<file path="src/rtl/ula_pkg.sv">
// Shared types for the iterative multiply/divide unit: operation codes,
// FSM states and the iteration count.
package ula_pkg;

   localparam int N_ITER = 32;

   typedef enum logic [1:0] {
      OP_MULT  = 2'b00,
      OP_MULTU = 2'b01,
      OP_DIV   = 2'b10,
      OP_DIVU  = 2'b11
   } op_md_t;

   typedef enum logic [1:0] {
      OCIOSO = 2'b00,
      CALC   = 2'b01,
      AJUSTE = 2'b10
   } estado_md_t;

   function automatic logic op_com_sinal(input op_md_t op);
      return (op == OP_MULT) || (op == OP_DIV);
   endfunction

   function automatic logic op_eh_div(input op_md_t op);
      return (op == OP_DIV) || (op == OP_DIVU);
   endfunction

endpackage

</file>
<file path="src/rtl/ula_multdiv_if.sv">
// Start/busy/done handshake and operand/result bus between the control unit
// and the multiply/divide unit.
interface ula_multdiv_if #(
   parameter int N_BITS = 32
);
   logic              inicio;
   logic [1:0]        op;
   logic [N_BITS-1:0] SrcA;
   logic [N_BITS-1:0] SrcB;
   logic              ocupado;
   logic              pronto;
   logic [N_BITS-1:0] HI;
   logic [N_BITS-1:0] LO;
   logic              div_zero;

   modport master (
      output inicio, op, SrcA, SrcB,
      input  ocupado, pronto, HI, LO, div_zero
   );

   modport slave (
      input  inicio, op, SrcA, SrcB,
      output ocupado, pronto, HI, LO, div_zero
   );
endinterface

</file>
<file path="src/rtl/ula_md_passo.sv">
// One radix-2 iteration: shift-add for multiply, restoring shift-subtract
// for divide. Purely combinational.
module ula_md_passo #(
   parameter int N_BITS = 32
) (
   input  logic [N_BITS:0]   acc_hi,
   input  logic [N_BITS-1:0] acc_lo,
   input  logic [N_BITS-1:0] opnd,
   input  logic              is_div,
   output logic [N_BITS:0]   acc_hi_nx,
   output logic [N_BITS-1:0] acc_lo_nx
);

   logic [N_BITS:0]   soma;
   logic [N_BITS:0]   r_desl;
   logic [N_BITS+1:0] dif;

   always_comb begin
      soma   = acc_hi + (acc_lo[0] ? {1'b0, opnd} : '0);
      r_desl = {acc_hi[N_BITS-1:0], acc_lo[N_BITS-1]};
      // One extra bit so the sign of the trial subtraction is explicit
      dif    = {1'b0, r_desl} - {2'b00, opnd};

      if (is_div) begin
         if (!dif[N_BITS+1]) begin
            acc_hi_nx = dif[N_BITS:0];
            acc_lo_nx = {acc_lo[N_BITS-2:0], 1'b1};
         end else begin
            acc_hi_nx = r_desl;
            acc_lo_nx = {acc_lo[N_BITS-2:0], 1'b0};
         end
      end else begin
         acc_hi_nx = {1'b0, soma[N_BITS:1]};
         acc_lo_nx = {soma[0], acc_lo[N_BITS-1:1]};
      end
   end

endmodule

</file>
<file path="src/rtl/ula_multdiv.sv">
// Iterative MULT/MULTU/DIV/DIVU unit writing a 2*N_BITS result into HI/LO,
// one radix-2 step per clock with a fixed latency for every operation.
module ula_multdiv
   import ula_pkg::*;
#(
   parameter int N_BITS = N_ITER
) (
   input logic          clk,
   input logic          reset_n,
   ula_multdiv_if.slave bus
);

   localparam int CW = $clog2(N_BITS);

   estado_md_t          estado_q, estado_d;
   logic [CW-1:0]       cnt_q, cnt_d;
   logic [N_BITS-1:0]   hi_q, hi_d;
   logic [N_BITS-1:0]   lo_q, lo_d;
   logic                div_zero_q, div_zero_d;
   logic                pronto_q, pronto_d;

   op_md_t              op_q, op_d;
   logic [N_BITS-1:0]   opnd_q, opnd_d;
   logic [N_BITS-1:0]   raw_a_q, raw_a_d;
   logic [N_BITS:0]     acc_hi_q, acc_hi_d;
   logic [N_BITS-1:0]   acc_lo_q, acc_lo_d;
   logic                neg_res_q, neg_res_d;
   logic                neg_rem_q, neg_rem_d;
   logic                dz_q, dz_d;

   op_md_t              op_in;
   logic                sinal_in;
   logic [N_BITS-1:0]   mag_a, mag_b;
   logic                is_div;
   logic [N_BITS:0]     acc_hi_nx;
   logic [N_BITS-1:0]   acc_lo_nx;
   logic [2*N_BITS-1:0] prod_mag, prod_fix;
   logic [N_BITS-1:0]   quoc_fix, resto_fix;

   function automatic logic [N_BITS-1:0] magnitude(input logic [N_BITS-1:0] v,
                                                   input logic              com_sinal);
      return (com_sinal && v[N_BITS-1]) ? -v : v;
   endfunction

   assign op_in    = op_md_t'(bus.op);
   assign sinal_in = op_com_sinal(op_in);
   assign mag_a    = magnitude(bus.SrcA, sinal_in);
   assign mag_b    = magnitude(bus.SrcB, sinal_in);
   assign is_div   = op_eh_div(op_q);

   ula_md_passo #(
      .N_BITS (N_BITS)
   ) u_passo (
      .acc_hi    (acc_hi_q),
      .acc_lo    (acc_lo_q),
      .opnd      (opnd_q),
      .is_div    (is_div),
      .acc_hi_nx (acc_hi_nx),
      .acc_lo_nx (acc_lo_nx)
   );

   // Sign fix-up; magnitudes wrap naturally, so -2^(N-1)/-1 yields 0x80..0
   assign prod_mag  = {acc_hi_q[N_BITS-1:0], acc_lo_q};
   assign prod_fix  = neg_res_q ? -prod_mag : prod_mag;
   assign quoc_fix  = neg_res_q ? -acc_lo_q : acc_lo_q;
   assign resto_fix = neg_rem_q ? -acc_hi_q[N_BITS-1:0] : acc_hi_q[N_BITS-1:0];

   always_comb begin
      estado_d   = estado_q;
      cnt_d      = cnt_q;
      hi_d       = hi_q;
      lo_d       = lo_q;
      div_zero_d = div_zero_q;
      pronto_d   = 1'b0;
      op_d       = op_q;
      opnd_d     = opnd_q;
      raw_a_d    = raw_a_q;
      acc_hi_d   = acc_hi_q;
      acc_lo_d   = acc_lo_q;
      neg_res_d  = neg_res_q;
      neg_rem_d  = neg_rem_q;
      dz_d       = dz_q;

      case (estado_q)
         OCIOSO: begin
            if (bus.inicio) begin
               estado_d  = CALC;
               cnt_d     = CW'(N_BITS - 1);
               op_d      = op_in;
               raw_a_d   = bus.SrcA;
               acc_hi_d  = '0;
               neg_res_d = sinal_in && (bus.SrcA[N_BITS-1] ^ bus.SrcB[N_BITS-1]);
               neg_rem_d = sinal_in && bus.SrcA[N_BITS-1];
               if (op_eh_div(op_in)) begin
                  acc_lo_d = mag_a;
                  opnd_d   = mag_b;
                  dz_d     = (bus.SrcB == '0);
               end else begin
                  acc_lo_d = mag_b;
                  opnd_d   = mag_a;
                  dz_d     = 1'b0;
               end
            end
         end

         CALC: begin
            acc_hi_d = acc_hi_nx;
            acc_lo_d = acc_lo_nx;
            if (cnt_q == '0) begin
               estado_d = AJUSTE;
            end else begin
               cnt_d = cnt_q - 1'b1;
            end
         end

         AJUSTE: begin
            estado_d   = OCIOSO;
            pronto_d   = 1'b1;
            div_zero_d = 1'b0;
            if (!is_div) begin
               hi_d = prod_fix[2*N_BITS-1:N_BITS];
               lo_d = prod_fix[N_BITS-1:0];
            end else if (dz_q) begin
               div_zero_d = 1'b1;
               hi_d       = raw_a_q;
               lo_d       = '1;
            end else begin
               hi_d = resto_fix;
               lo_d = quoc_fix;
            end
         end

         default: estado_d = OCIOSO;
      endcase
   end

   always_ff @(posedge clk) begin
      if (!reset_n) begin
         estado_q   <= OCIOSO;
         cnt_q      <= '0;
         hi_q       <= '0;
         lo_q       <= '0;
         div_zero_q <= 1'b0;
         pronto_q   <= 1'b0;
      end else begin
         estado_q   <= estado_d;
         cnt_q      <= cnt_d;
         hi_q       <= hi_d;
         lo_q       <= lo_d;
         div_zero_q <= div_zero_d;
         pronto_q   <= pronto_d;
      end
   end

   // Operand latches and accumulator are only meaningful while busy
   always_ff @(posedge clk) begin
      op_q      <= op_d;
      opnd_q    <= opnd_d;
      raw_a_q   <= raw_a_d;
      acc_hi_q  <= acc_hi_d;
      acc_lo_q  <= acc_lo_d;
      neg_res_q <= neg_res_d;
      neg_rem_q <= neg_rem_d;
      dz_q      <= dz_d;
   end

   assign bus.ocupado  = (estado_q != OCIOSO);
   assign bus.pronto   = pronto_q;
   assign bus.HI       = hi_q;
   assign bus.LO       = lo_q;
   assign bus.div_zero = div_zero_q;

endmodule

</file>
<file path="src/flat_wrapper.sv">
// flat-port wrapper written by rule: the top's interface ports become plain ports
module ula_multdiv_flat import ula_pkg::*;
#(
   parameter int N_BITS = N_ITER
)
  (clk, reset_n, bus_inicio, bus_op, bus_SrcA, bus_SrcB, bus_ocupado, bus_pronto, bus_HI, bus_LO, bus_div_zero);
  ula_multdiv_if #(.N_BITS(N_BITS)) bus_i ();
  input logic clk;
  input logic reset_n;
  input wire logic [$bits(bus_i.inicio)-1:0] bus_inicio;
  input wire logic [$bits(bus_i.op)-1:0] bus_op;
  input wire logic [$bits(bus_i.SrcA)-1:0] bus_SrcA;
  input wire logic [$bits(bus_i.SrcB)-1:0] bus_SrcB;
  output wire logic [$bits(bus_i.ocupado)-1:0] bus_ocupado;
  output wire logic [$bits(bus_i.pronto)-1:0] bus_pronto;
  output wire logic [$bits(bus_i.HI)-1:0] bus_HI;
  output wire logic [$bits(bus_i.LO)-1:0] bus_LO;
  output wire logic [$bits(bus_i.div_zero)-1:0] bus_div_zero;
  assign bus_i.inicio = bus_inicio;
  assign bus_i.op = bus_op;
  assign bus_i.SrcA = bus_SrcA;
  assign bus_i.SrcB = bus_SrcB;
  assign bus_ocupado = bus_i.ocupado;
  assign bus_pronto = bus_i.pronto;
  assign bus_HI = bus_i.HI;
  assign bus_LO = bus_i.LO;
  assign bus_div_zero = bus_i.div_zero;
  ula_multdiv #(.N_BITS(N_BITS)) u_core (.clk(clk), .reset_n(reset_n), .bus(bus_i));
endmodule
</file>
<file path="config.mk">
export PLATFORM = sky130hd
export DESIGN_NAME = ula_multdiv_flat
export DESIGN_NICKNAME = d
export VERILOG_FILES = /design/src/rtl/ula_pkg.sv /design/src/rtl/ula_multdiv_if.sv /design/src/rtl/ula_md_passo.sv /design/src/rtl/ula_multdiv.sv /design/src/flat_wrapper.sv
export SDC_FILE = /design/constraint.sdc
export NUM_CORES = 1
export LEC_CHECK = 0
export CORE_MARGIN = 2
export CORE_UTILIZATION = 40
export CTS_BUF_LIST = sky130_fd_sc_hd__clkbuf_8
export DETAILED_ROUTE_END_ITERATION = 12
export DONT_BUFFER_PORTS = 1
export PLACE_DENSITY = 0.58
export SYNTH_ARGS = -nofsm -noshare
export SYNTH_HDL_FRONTEND = slang
export SYNTH_HIERARCHICAL = 1
export SYNTH_SLANG_ARGS = --single-unit
</file>
<file path="constraint.sdc">
create_clock -name clk -period 9.8 [get_ports clk]
set_input_delay 1.96 -clock clk [delete_from_list [all_inputs] [get_ports clk]]
set_output_delay 1.96 -clock clk [all_outputs]
set_load 0.05 [all_outputs]
</file>
# Word level (Yosys, flattened, before mapping)

Cells that the tools add are included.

Register bits after elaboration: 207

Reduce and logical (&&, ||, !) cells: 16
Bitwise gates (word level): 1
Mux-type cells: 29
$add $sub $neg: 8
Equality and inequality tests: 9

Operators by type and width:

| cell                                             | number |
|---|---|
| 2-to-1 mux 32 bit                                | 13 |
| negation 32 bit                                  | 4 |
| 2-to-1 mux 33 bit                                | 3 |
| one-hot mux 33 bit (2 select lines)              | 1 |
| 2-to-1 mux 64 bit                                | 1 |
| negation 64 bit                                  | 1 |
| one-hot mux 32 bit (2 select lines)              | 1 |
| subtractor 33 x 32 -> 34 bit                     | 1 |
| adder 33 bit                                     | 1 |
| zero test 32 bit                                 | 1 |
| equality test 2 bit, second input constant       | 5 |
| 2-to-1 mux 5 bit                                 | 2 |
| one-hot mux 5 bit (2 select lines)               | 1 |
| AND reduction 2 bit                              | 3 |
| zero test 5 bit                                  | 1 |
| subtractor 5 x 1 -> 5 bit, second input constant | 1 |
| zero test 2 bit                                  | 2 |
| 2-to-1 mux 1 bit                                 | 4 |
| 2-to-1 mux 2 bit                                 | 2 |
| != test 2 bit, second input constant             | 2 |
| one-hot mux 2 bit (2 select lines)               | 1 |
| nonzero test 2 bit                               | 2 |
| logical AND 1 bit                                | 3 |
| logical OR 1 bit                                 | 3 |
| other kinds (4)                                  | 4 |

# Logic depth before layout (Yosys ltp)

Gate-level depths: netlist of run 1.

Depth in word-level cells: 7
Depth in mapped cells: 15
Mapped depth without buffers: 13

# Modules after synthesis

The synthesis of run 1 kept the hierarchy.

By module, submodules not included:

| module       | times used | area an instance (um^2) | cells each |
|---|---|---|---|
| ula_multdiv  | 1          | 11871.4                 | 1252 |
| ula_md_passo | 1          | 4614.4                  | 682 |

# Worst setup path before layout of run 1

OpenSTA, ideal clock, no wires.

Kind: input to register
Start point: in bus_SrcA[4]
End point: reg u_core.acc_lo_q[27], data pin
Data arrival time: 3937 ps
Setup time: 256 ps
Required time: 9544 ps
Cell stages on the path: 7
Path slack: 5606 ps
Cell sequence: nor4_1 > and4_1 > clkbuf_1 > a41oi_1 > xnor2_1 > a21oi_1 > a22o_1

Longest elaborated chain between the ends: 5

Ends and longest elaborated chain:

| item                                | line               | RTL |
|---|---|---|
| start, declared                     | flat_wrapper.sv:12 | `input wire logic [$bits(bus_i.SrcA)-1:0] bus_SrcA;` |
| negation 32 bit                     | ula_multdiv.sv:42  | `return (com_sinal && v[N_BITS-1]) ? -v : v;` |
| 2-to-1 mux 32 bit                   | ula_multdiv.sv:42  |  |
| 2-to-1 mux 32 bit                   | ula_multdiv.sv:94  | `if (op_eh_div(op_in)) begin` |
| 2-to-1 mux 32 bit                   | ula_multdiv.sv:86  | `if (bus.inicio) begin` |
| one-hot mux 32 bit (2 select lines) | ula_multdiv.sv:84  | `case (estado_q)` |
| net u_core.acc_lo_d[27]             | ula_multdiv.sv:26  | `logic [N_BITS-1:0] acc_lo_q, acc_lo_d;` |
| end signal, assigned                | ula_multdiv.sv:161 | `acc_lo_q <= acc_lo_d;` |
| end, declared                       | ula_multdiv.sv:26  |  |

The timed path passes the listed nets, and every way through them passes these cells. The select of a mux whose other input is x is not followed.
A chain may end at the register's enable or synchronous reset.

# Final worst setup path of run 1

Start point: reg u_core.acc_hi_q[3]
End point: reg u_core.acc_hi_q[14], data pin

Longest elaborated chain between the ends: 4
Elaborated cells between the ends (all ways): 5
Classes of those cells: add/sub: 2; mux: 3

Ends and longest elaborated chain:

| item                                  | line               | RTL |
|---|---|---|
| start, declared                       | ula_multdiv.sv:25  | `logic [N_BITS:0] acc_hi_q, acc_hi_d;` |
| start signal, assigned                | ula_multdiv.sv:160 | `acc_hi_q <= acc_hi_d;` |
| subtractor 33 x 32 -> 34 bit          | ula_md_passo.sv:22 | `dif = {1'b0, r_desl} - {2'b00, opnd};` |
| 2-to-1 mux 33 bit                     | ula_md_passo.sv:25 | `if (!dif[N_BITS+1]) begin` |
| 2-to-1 mux 33 bit *                   | ula_md_passo.sv:24 | `if (is_div) begin` |
| net u_core.acc_hi_nx[14]              | ula_multdiv.sv:35  | `logic [N_BITS:0] acc_hi_nx;` |
| one-hot mux 33 bit (2 select lines) * | ula_multdiv.sv:84  |  |

Mark *: on every way through the listed nets, which the timed path passes. The rest lies on a longest branch.

==> impl_metrics.env, run 1 <==
export IMPL_die_w_um=207
export IMPL_cp_end_kind="register"
export IMPL_via_count=15100
export IMPL_clk_path_buf_depth=3
export IMPL_fmaxAchievable_mhz=238
export IMPL_cts_resized=0
export IMPL_post_cts_buffers=0
export IMPL_fill_cells=4078
export IMPL_hold_viol_final=0
export IMPL_crit_fanout=21
export IMPL_final_nets=2014
export IMPL_worstSkewPairLatency_ps=600
export IMPL_numCtsBuffers=39
export IMPL_dp_hpwl_mm=42.2
export IMPL_drive_above_1_share_pct=7.93
export IMPL_power_density_mw_per_mm2=184
export IMPL_grt_pass1_vias=14100
export IMPL_syn_num_nets=2074
export IMPL_num_rows=74
export IMPL_grt_overflow=0
export IMPL_arrival_ps=4520
export IMPL_clock_sinks=206
export IMPL_syn_instance_count=1934
export IMPL_rsz0062_at_grt="false"
export IMPL_routabilityCongestion=0.941
export IMPL_route_detailed_drc=0
export IMPL_viasPerCell=6.18
export IMPL_cts_tree="done"
export IMPL_finalCoreUtilization_pct=43.2
export IMPL_synth_warnings=6
export IMPL_dieHeight_um=207
export IMPL_antenna_found_initial=1
export IMPL_slew_violations=0
export IMPL_total_power_mw=3.24
export IMPL_ant_nets=0
export IMPL_synth_edf_count=133
export IMPL_hold_path_class="reg2reg"
export IMPL_path_class="reg2reg"
export IMPL_cts_hold_buf=0
export IMPL_fin_setup_tns_ps=0
export IMPL_grt_pass1_wl_mm=87.3
export IMPL_wl_mm=57.4
export IMPL_grt_max_degree=75
export IMPL_setup_violations=0
export IMPL_drt_pass1_iter_count=6
export IMPL_ys_ff_latch=206
export IMPL_maxCapViolCount=0
export IMPL_core_area_mm2=0.0407
export IMPL_syn_mean_instance_area_um2=8.52
export IMPL_synth_distinct_cells=88
export IMPL_ir_worst_vdd_uv=93.2
export IMPL_die_area_mm2=0.0429
export IMPL_critPathLaunchType="register"
export IMPL_synth_main_ff_cell="edfxtp_1"
export IMPL_htreeDepth=2
export IMPL_wl_per_cell_um=23.5
export IMPL_status="completed"
export IMPL_drt_iter0_markers=1528
export IMPL_fin_crit_ps=4200
export IMPL_port_buffer_count=0
export IMPL_tightest_slew_ps=1140
export IMPL_post_route_period_util_pct=42.9
export IMPL_area_growth_pct=6.68
export IMPL_slew_headroom_pct=22.3
export IMPL_async_reset_ff_share_pct=0
export IMPL_cp_required_ps=10110
export IMPL_ios=136
export IMPL_p_leak_nw=6.72
export IMPL_syn_area_mm2=0.0165
export IMPL_yosysSeqAreaShare_pct=33.1
export IMPL_root_buffer="clkbuf_8"
export IMPL_clock_skew_ps=50.2
export IMPL_start_util_pct=40.5
export IMPL_grt_total_usage_pct=25.9
export IMPL_path_clk_slew_ps=70
cell usage in the layout, fill, tap and decap left out, types with 8 or more instances in the layout:
| cell | n |
|---|---|
| o21bai_1 | 8 |
| nor2b_1 | 11 |
| nor3_1 | 45 |
| ha_1 | 69 |
| nor4_1 | 26 |
| o21a_1 | 14 |
| mux2_2 | 40 |
| nor2_1 | 144 |
| clkbuf_8 | 43 |
| or2_2 | 10 |
| or3_1 | 27 |
| nand2b_1 | 15 |
| o21ai_0 | 122 |
| o22ai_1 | 9 |
| a21o_1 | 27 |
| a221oi_1 | 10 |
| a21oi_1 | 156 |
| xor2_1 | 98 |
| o221ai_1 | 19 |
| mux2i_1 | 53 |
| nand2_1 | 155 |
| buf_4 | 19 |
| dfxtp_1 | 73 |
| o41ai_1 | 16 |
| xnor2_1 | 79 |
| o211ai_1 | 14 |
| a211oi_1 | 13 |
| o21ai_1 | 11 |
| edfxtp_1 | 133 |
| inv_1 | 89 |
| o31ai_1 | 26 |
| or4_1 | 15 |
| nand4_1 | 18 |
| nand3_1 | 39 |
| and2_1 | 71 |
| a31oi_1 | 50 |
synthesized netlist by cell type (14+ instances only):
cell / instances / share of area [%]
a21o_1: 27 / 1.2
a21oi_1: 156 / 4.7
a31oi_1: 50 / 1.9
and2_1: 71 / 2.7
clkbuf_1: 94 / 2.1
dfxtp_1: 73 / 8.9
edfxtp_1: 133 / 24
ha_1: 69 / 5.2
inv_1: 73 / 1.7
mux2_2: 40 / 2.7
mux2i_1: 53 / 3.2
nand2_1: 156 / 3.6
nand2b_1: 15 / 0.57
nand3_1: 39 / 1.2
nand4_1: 18 / 0.68
nor2_1: 145 / 3.3
nor3_1: 46 / 1.4
nor4_1: 27 / 1.0
o211ai_1: 14 / 0.64
o21a_1: 14 / 0.64
o21ai_0: 122 / 3.7
o221ai_1: 19 / 1.0
o31ai_1: 26 / 1.2
o41ai_1: 16 / 0.85
or3_1: 27 / 1.0
or4_1: 15 / 0.68
xnor2_1: 79 / 4.2
xor2_1: 98 / 5.2
per-stage QoR:
step	std cells	instance area [um2]	worst slack (ps)	hold WS, ps
after detailed placement	2365	16800	5050	490
after global routing	2436	17600	5390	539
after global placement	2365	16800	5060	497
after floorplan	1934	16500	5610	465
after CTS	2436	17600	5660	502
final	2438	17600	5600	499
worst max-delay path, cell delays in order, from the launching register on:
cell and delay [ps]:
edfxtp_1 580, ha_1 470, a21oi_1 140, and2_1 190, a21o_1 250, a21oi_4 240, nand4_1 170, a311oi_2 370
nand2b_1 540, buf_4 420, mux2i_1 310, a21oi_1 100, and2_1 170
cell type report:
class                      count  area, um2  share of cell area (%)
clock buffer                  43        592                    3.37
inverter                      77        289                    1.64
multi-input combinational   1531      10300                    58.4
clock inverter                28        161                   0.918
timing repair buffer          19        143                   0.811
antenna                        2       5.00                  0.0285
tap                          532        666                    3.78
sequential                   206       5460                    31.0
registers in the layout, summed over array words and instances, names as in the netlist:
signal               flops
u_core/acc_hi_q         33
u_core/acc_lo_q         32
u_core/bus.HI           32
u_core/bus.LO           32
u_core/opnd_q           32
u_core/raw_a_q          32
u_core/cnt_q             5
u_core/estado_q          2
u_core/bus.div_zero      1
u_core/bus.pronto        1
u_core/dz_q              1
u_core/neg_rem_q         1
u_core/neg_res_q         1
u_core/op_q              1
layer usage:
metal	vias to the layer above	global-route usage, %	part of all wire [%]
met3	128	6.11	9.4
met2	680	40.5	44
met5	-	0	0
met1	7217	35.1	43
li1	7052	-	-
met4	0	8.74	3.6
power breakdown:
| part | switching (mW) | leakage (nW) | internal (mW) |
|---|---|---|---|
| combinational | 0.669 | 4.38 | 0.472 |
| clock | 0.402 | 0.444 | 0.433 |
| sequential | 0.218 | 1.89 | 1.05 |
kinds of logic (layout without fill, tap and decap cells):
| logic type | Yosys count | in the layout | share of synthesized area (%) |
|---|---|---|---|
| buffers and inverters | 197 | 167 | 4.77 |
| muxes | 93 | 93 | 5.95 |
| and+or+nand+nor | 626 | 626 | 19.3 |
| DFF | 206 | 206 | 33.1 |
| adders and majority gates | 71 | 71 | 5.48 |
| other | 0 | 2 | 0 |
| xor gates and xnor gates | 177 | 177 | 9.40 |
| AOI/OAI and AO/OA | 564 | 564 | 22.1 |
path summary, 6_finish.rpt:
kind | startpoint | cells past startpoint | endpoint | slack, ps
setup reg to reg | u_core/acc_hi_q[3]$_SDFFCE_PN0P_ | 12 | u_core/acc_hi_q[14]$_SDFFCE_PN0P_ | 5600
hold / removal | u_core/cnt_q[4]$_SDFFE_PN0P_ | 1 | u_core/estado_q[1]$_SDFFE_PN0P_ | 500
setup / recovery | u_core/acc_hi_q[3]$_SDFFCE_PN0P_ | 12 | u_core/acc_hi_q[14]$_SDFFCE_PN0P_ | 5600
hold reg to reg | u_core/cnt_q[4]$_SDFFE_PN0P_ | 1 | u_core/estado_q[1]$_SDFFE_PN0P_ | 500
Power figures use the tool's default switching activity.
==> run 2, diff against run 1 <==
- PLACE_DENSITY: 0.58 -> 0.6
- clock period: 9.8 -> 3.5 ns (I/O delays scaled with it)
==> run 2 against run 1 <==
  * Count of clock-buffer cells in the layout is 3 higher
  * Cell count is 3.2% higher
  * Sequential power grew to 2.6 times the previous value
  * Via count rose by 2.7%
  * Fmax increased by 26%
  * Utilization rose by 1.8 points
  * Sequential cell count unchanged
  * Design area increased by 4.1%
  * First-iteration DRC count is 0.46% higher
  * Critical path type unchanged
  * Critical endpoint is now u_core/acc_hi_q[28]$_SDFFCE_PN0P_
==> impl_metrics.env, run 2 (synthesized netlist as in run 1, its figures left out) <==
export IMPL_route_detailed_drc=0
export IMPL_status="completed"
export IMPL_fin_crit_ps=3320
export IMPL_wl_mm=58.6
export IMPL_p_leak_nw=7.15
export IMPL_port_buffer_count=0
export IMPL_crit_fanout=12
export IMPL_path_clk_slew_ps=60
export IMPL_final_nets=2097
export IMPL_largest_register="u_core/acc_hi_q"
export IMPL_slew_violations=0
export IMPL_hold_path_class="in2reg"
export IMPL_dp_hpwl_mm=44.5
export IMPL_grt_pass1_wl_mm=88.9
export IMPL_ir_worst_vdd_uv=282
export IMPL_drt_iter0_markers=1535
export IMPL_dp_slack_ps=74.7
export IMPL_slew_headroom_pct=30.6
export IMPL_clk_path_buf_depth=3
export IMPL_path_class="reg2reg"
export IMPL_root_buffer="clkbuf_8"
export IMPL_layout_setup_ws_ps=175
export IMPL_grt_total_usage_pct=26.4
export IMPL_htreeDepth=2
export IMPL_numCtsBuffers=37
export IMPL_fill_cells=4059
export IMPL_largest_reg_flops=33
export IMPL_final_common_cell="a21oi_1"
export IMPL_antenna_found_initial=0
export IMPL_grt_overflow=0
export IMPL_setup_violations=0
export IMPL_fin_setup_tns_ps=0
export IMPL_mostFrequentLayoutCells="a21oi_1, nand2_1, nor2_1"
export IMPL_diodes=0
export IMPL_wl_per_cell_um=23.3
export IMPL_grt_pass1_vias=14500
export IMPL_cp_required_ps=3940
export IMPL_area_growth_pct=11.1
export IMPL_cts_tree="done"
export IMPL_clock_sinks=206
export IMPL_critPathLaunchType="register"
export IMPL_hold_viol_final=0
export IMPL_grt_max_degree=76
export IMPL_power_density_mw_per_mm2=511
export IMPL_arrival_ps=3760
export IMPL_cp_end_kind="register"
export IMPL_ant_nets=0
export IMPL_dieHeight_um=207
export IMPL_reg2reg_slack_ps=180
export IMPL_die_w_um=207
export IMPL_num_rows=74
export IMPL_viasPerCell=6.15
export IMPL_rsz0062_at_grt="false"
export IMPL_ios=136
export IMPL_clock_skew_ps=39.1
export IMPL_via_count=15500
export IMPL_post_route_period_util_pct=95.0
export IMPL_die_area_mm2=0.0429
export IMPL_drive_above_1_share_pct=12.2
export IMPL_routabilityCongestion=0.971
export IMPL_worstSkewPairLatency_ps=570
export IMPL_drt_pass1_iter_count=6
export IMPL_maxCapViolCount=0
export IMPL_tightest_slew_ps=1040
export IMPL_start_util_pct=40.5
export IMPL_core_area_mm2=0.0407
export IMPL_fmaxAchievable_mhz=301
run 2: per-stage QoR:
stage	instances	util (%)	hold slack, ps	power, mW	area, um2
finish	2517	45.0	232	9.37	18300
global route	2517	45.0	204	9.91	18300
CTS	2514	44.8	200	9.34	18300
detailed placement	2447	43.0	500	6.99	17500
floorplan	1934	-	465	5.87	16500
global placement	2447	43.0	491	6.95	17500
run 2: timing repair:
item | CTS | global route
hold endpoints to repair | 0 | 0
gates resized for setup | 0 | 10
setup buffers | 0 | 3
endpoints found under the setup margin | 0 | 13
hold buffers | 0 | 0
run 2: path summary, 6_finish.rpt:
check / startpoint / end / depth (start not counted)
setup / recovery: u_core/acc_lo_q[0]$_DFFE_PP_ / u_core/acc_hi_q[28]$_SDFFCE_PN0P_ / 13
hold / removal: bus_SrcA[24] / u_core/raw_a_q[24]$_DFFE_PP_ / 0
setup reg to reg: u_core/acc_lo_q[0]$_DFFE_PP_ / u_core/acc_hi_q[28]$_SDFFCE_PN0P_ / 13
hold reg to reg: u_core/cnt_q[4]$_SDFFE_PN0P_ / u_core/estado_q[1]$_SDFFE_PN0P_ / 1
run 2: worst max-delay path, stage by stage, from the launching register on:
cell and delay, ps:
edfxtp_1 410, buf_4 200, and2_1 140, ha_1 340, a21o_1 230, a21o_1 200
nor2_2 140, o22ai_2 110, o31a_1 330, a311o_1 360, a21bo_1 230, a32o_1 250
a211oi_2 140, and2_1 140
run 2: layer usage:
metal	track usage, %	wire [um]
met5	0	0
met4	7.41	1650
met3	5.70	5060
met2	42.7	27000
met1	35.4	24900
run 2: area by class of cell:
cell class / instances / area (um2) / share of cell area [%]
clock buffer: 46 / 633 / 3.46
clock inverter: 21 / 116 / 0.635
inverter: 77 / 289 / 1.58
multi-input combinational: 1531 / 10300 / 56.3
sequential: 206 / 5460 / 29.8
tap: 532 / 666 / 3.63
timing repair buffer: 104 / 843 / 4.60
run 2: power breakdown:
part | switching (mW) | total [mW] | internal (mW)
clock | 1.07 | 2.33 | 1.26
combinational | 2.20 | 3.75 | 1.55
sequential | 0.361 | 3.28 | 2.92
total | 3.63 | 9.37 | 5.73
==> run 3, diff against run 2 <==
- CORE_UTILIZATION: 40 -> 55
- PLACE_DENSITY: 0.6 -> 0.77
==> run 3 against run 2 <==
  * Total power decreased by 2.2%
  * Design area down 1.5%
  * Combinational power hardly changed
  * Highest routed layer is now met5
==> impl_metrics.env, run 3 (synthesized netlist as in run 1, its figures left out) <==
export IMPL_status="completed"
export IMPL_start_util_pct=55.8
export IMPL_reg2reg_to="u_core/acc_hi_q[27]$_SDFFCE_PN0P_"
export IMPL_tightest_slew_ps=1050
export IMPL_port_buffer_count=0
export IMPL_root_buffer="clkbuf_8"
export IMPL_cp_cell_sequence="ha_1, nor2b_1, o2111ai_1, a21o_1, a21oi_4, nand4_1, a311oi_2, buf_4, nor3_2, buf_12, a21o_1, a2bb2oi_1, and2_1"
export IMPL_clk_path_buf_depth=3
export IMPL_crit_top_cell="a21o_1"
export IMPL_crit_path_top_delay_cell="edfxtp_1"
export IMPL_post_route_period_util_pct=95.7
export IMPL_slew_violations=0
export IMPL_hold_viol_final=0
export IMPL_final_area_mm2=0.0180
export IMPL_place_area_mm2=0.0173
export IMPL_grt_pass1_vias=14600
export IMPL_setup_violations=0
export IMPL_route_detailed_drc=0
export IMPL_die_w_um=177
export IMPL_num_rows=63
export IMPL_hold_path_class="in2reg"
export IMPL_viasPerCell=6.62
export IMPL_routabilityCongestion=0.962
export IMPL_wl_mm=55.1
export IMPL_largest_register="u_core/acc_hi_q"
export IMPL_htreeDepth=2
export IMPL_final_cells=2370
export IMPL_final_common_cell="nand2_1"
export IMPL_p_leak_nw=7.09
export IMPL_fin_crit_ps=3350
export IMPL_ios=136
export IMPL_mostFrequentLayoutCells="nand2_1, a21oi_1, nor2_1"
export IMPL_grt_total_usage_pct=34.0
export IMPL_path_class="reg2reg"
export IMPL_path_clk_slew_ps=60
export IMPL_r2r_start="u_core/acc_hi_q[0]$_SDFFCE_PN0P_"
export IMPL_grt_max_degree=68
export IMPL_maxCapViolCount=0
export IMPL_final_nets=2092
export IMPL_die_area_mm2=0.0314
export IMPL_clock_skew_ps=25.8
export IMPL_ant_nets=0
export IMPL_largest_reg_flops=33
export IMPL_drt_iter0_markers=2032
export IMPL_grt_overflow=0
export IMPL_slew_headroom_pct=29.8
export IMPL_fmaxAchievable_mhz=299
export IMPL_wl_per_cell_um=23.2
export IMPL_diodes=0
export IMPL_power_density_mw_per_mm2=507
export IMPL_cpPeakStageDelay_ps=470
export IMPL_numCtsBuffers=36
export IMPL_crit_fanout=20
export IMPL_clock_sinks=206
export IMPL_dpl_cell_count=2300
export IMPL_area_growth_pct=9.47
export IMPL_drt_pass1_iter_count=8
export IMPL_dp_hpwl_mm=41.3
export IMPL_via_count=15700
export IMPL_ir_worst_vdd_uv=331
export IMPL_cp_end_kind="register"
export IMPL_cp_startpoint="u_core/acc_hi_q[0]$_SDFFCE_PN0P_"
export IMPL_reg2reg_slack_ps=150
export IMPL_worstSkewPairLatency_ps=550
export IMPL_dieHeight_um=177
export IMPL_cp_required_ps=3800
export IMPL_hold_path_depth=0
export IMPL_arrival_ps=3640
export IMPL_hp_start="bus_SrcA[5]"
export IMPL_finalHoldWorstSlack_ps=244
export IMPL_grt_pass1_wl_mm=83.1
export IMPL_fin_setup_tns_ps=0
export IMPL_drive_above_1_share_pct=12.2
export IMPL_cts_tree="done"
export IMPL_critPathLaunchType="register"
export IMPL_cts_hold_buf=0
export IMPL_antenna_found_initial=1
export IMPL_core_area_mm2=0.0296
export IMPL_hold_path_end="u_core/raw_a_q[5]$_DFFE_PP_"
export IMPL_worst_r2r_cell_count=13
## run 3: repair_timing
| item | in CTS | in global routing |
|---|---|---|
| hold endpoints to repair | 0 | 0 |
| resized for setup | 0 | 17 |
| buffers inserted | 1 | 3 |
| pin swaps | 0 | 4 |
| setup endpoints to repair | 4 | 23 |
## run 3: area by class of cell
| type | instances | area, um2 |
|---|---|---|
| clock buffer | 42 | 578 |
| clock inverter | 24 | 101 |
| fill | 2581 | 11500 |
| inverter | 77 | 289 |
| multi-input combinational | 1531 | 10300 |
| sequential | 206 | 5460 |
| tap | 390 | 488 |
| timing repair buffer | 100 | 801 |
## run 3: worst max-delay path by stage
stage,slack (ps),cells past startpoint,endpoint
final,150,13,u_core/acc_hi_q[27]$_SDFFCE_PN0P_
after global routing,-30,14,u_core/acc_hi_q[17]$_SDFFCE_PN0P_
after CTS,80,15,u_core/acc_hi_q[31]$_SDFFCE_PN0P_
after detailed placement,30,13,u_core/acc_hi_q[30]$_SDFFCE_PN0P_
after global placement,110,14,u_core/acc_hi_q[29]$_SDFFCE_PN0P_
after floorplan,240,14,u_core/acc_hi_q[29]$_SDFFCE_PN0P_
## run 3: metal layers
metal  up-vias  GRT usage (%)  share of wire (%)
met2       835           53.9                 45
met1      7496           43.6                 40
met5         -              0              0.024
met4         2           15.0                4.3
li1       7197              -                  -
met3       164           9.15                 10
## run 3: power by group
part	internal [mW]	switching (mW)
Combinational	1.54	2.19
Clock	1.10	1.05
Sequential	2.92	0.360
## run 3: metrics by stage
step           worst slack (ps)  power (mW)  util, %
6_report                    151        9.16     61.1
2_1_floorplan               244        5.87        -
5_1_grt                   -31.4        9.61     61.1
3_5_place_dp               25.1        6.90     58.4
3_3_place_gp                109        6.83     58.4
4_1_cts                    83.2        9.06     60.7
## run 3: worst max-delay path: cells and delay by family (launching register included)
kind | cells | cell delay [ps]
DFF | 1 | 470
buffers and inverters | 2 | 360
AOI/OAI and AO/OA | 6 | 1340
adders and majority gates | 1 | 310
and+or+nand+nor | 4 | 620
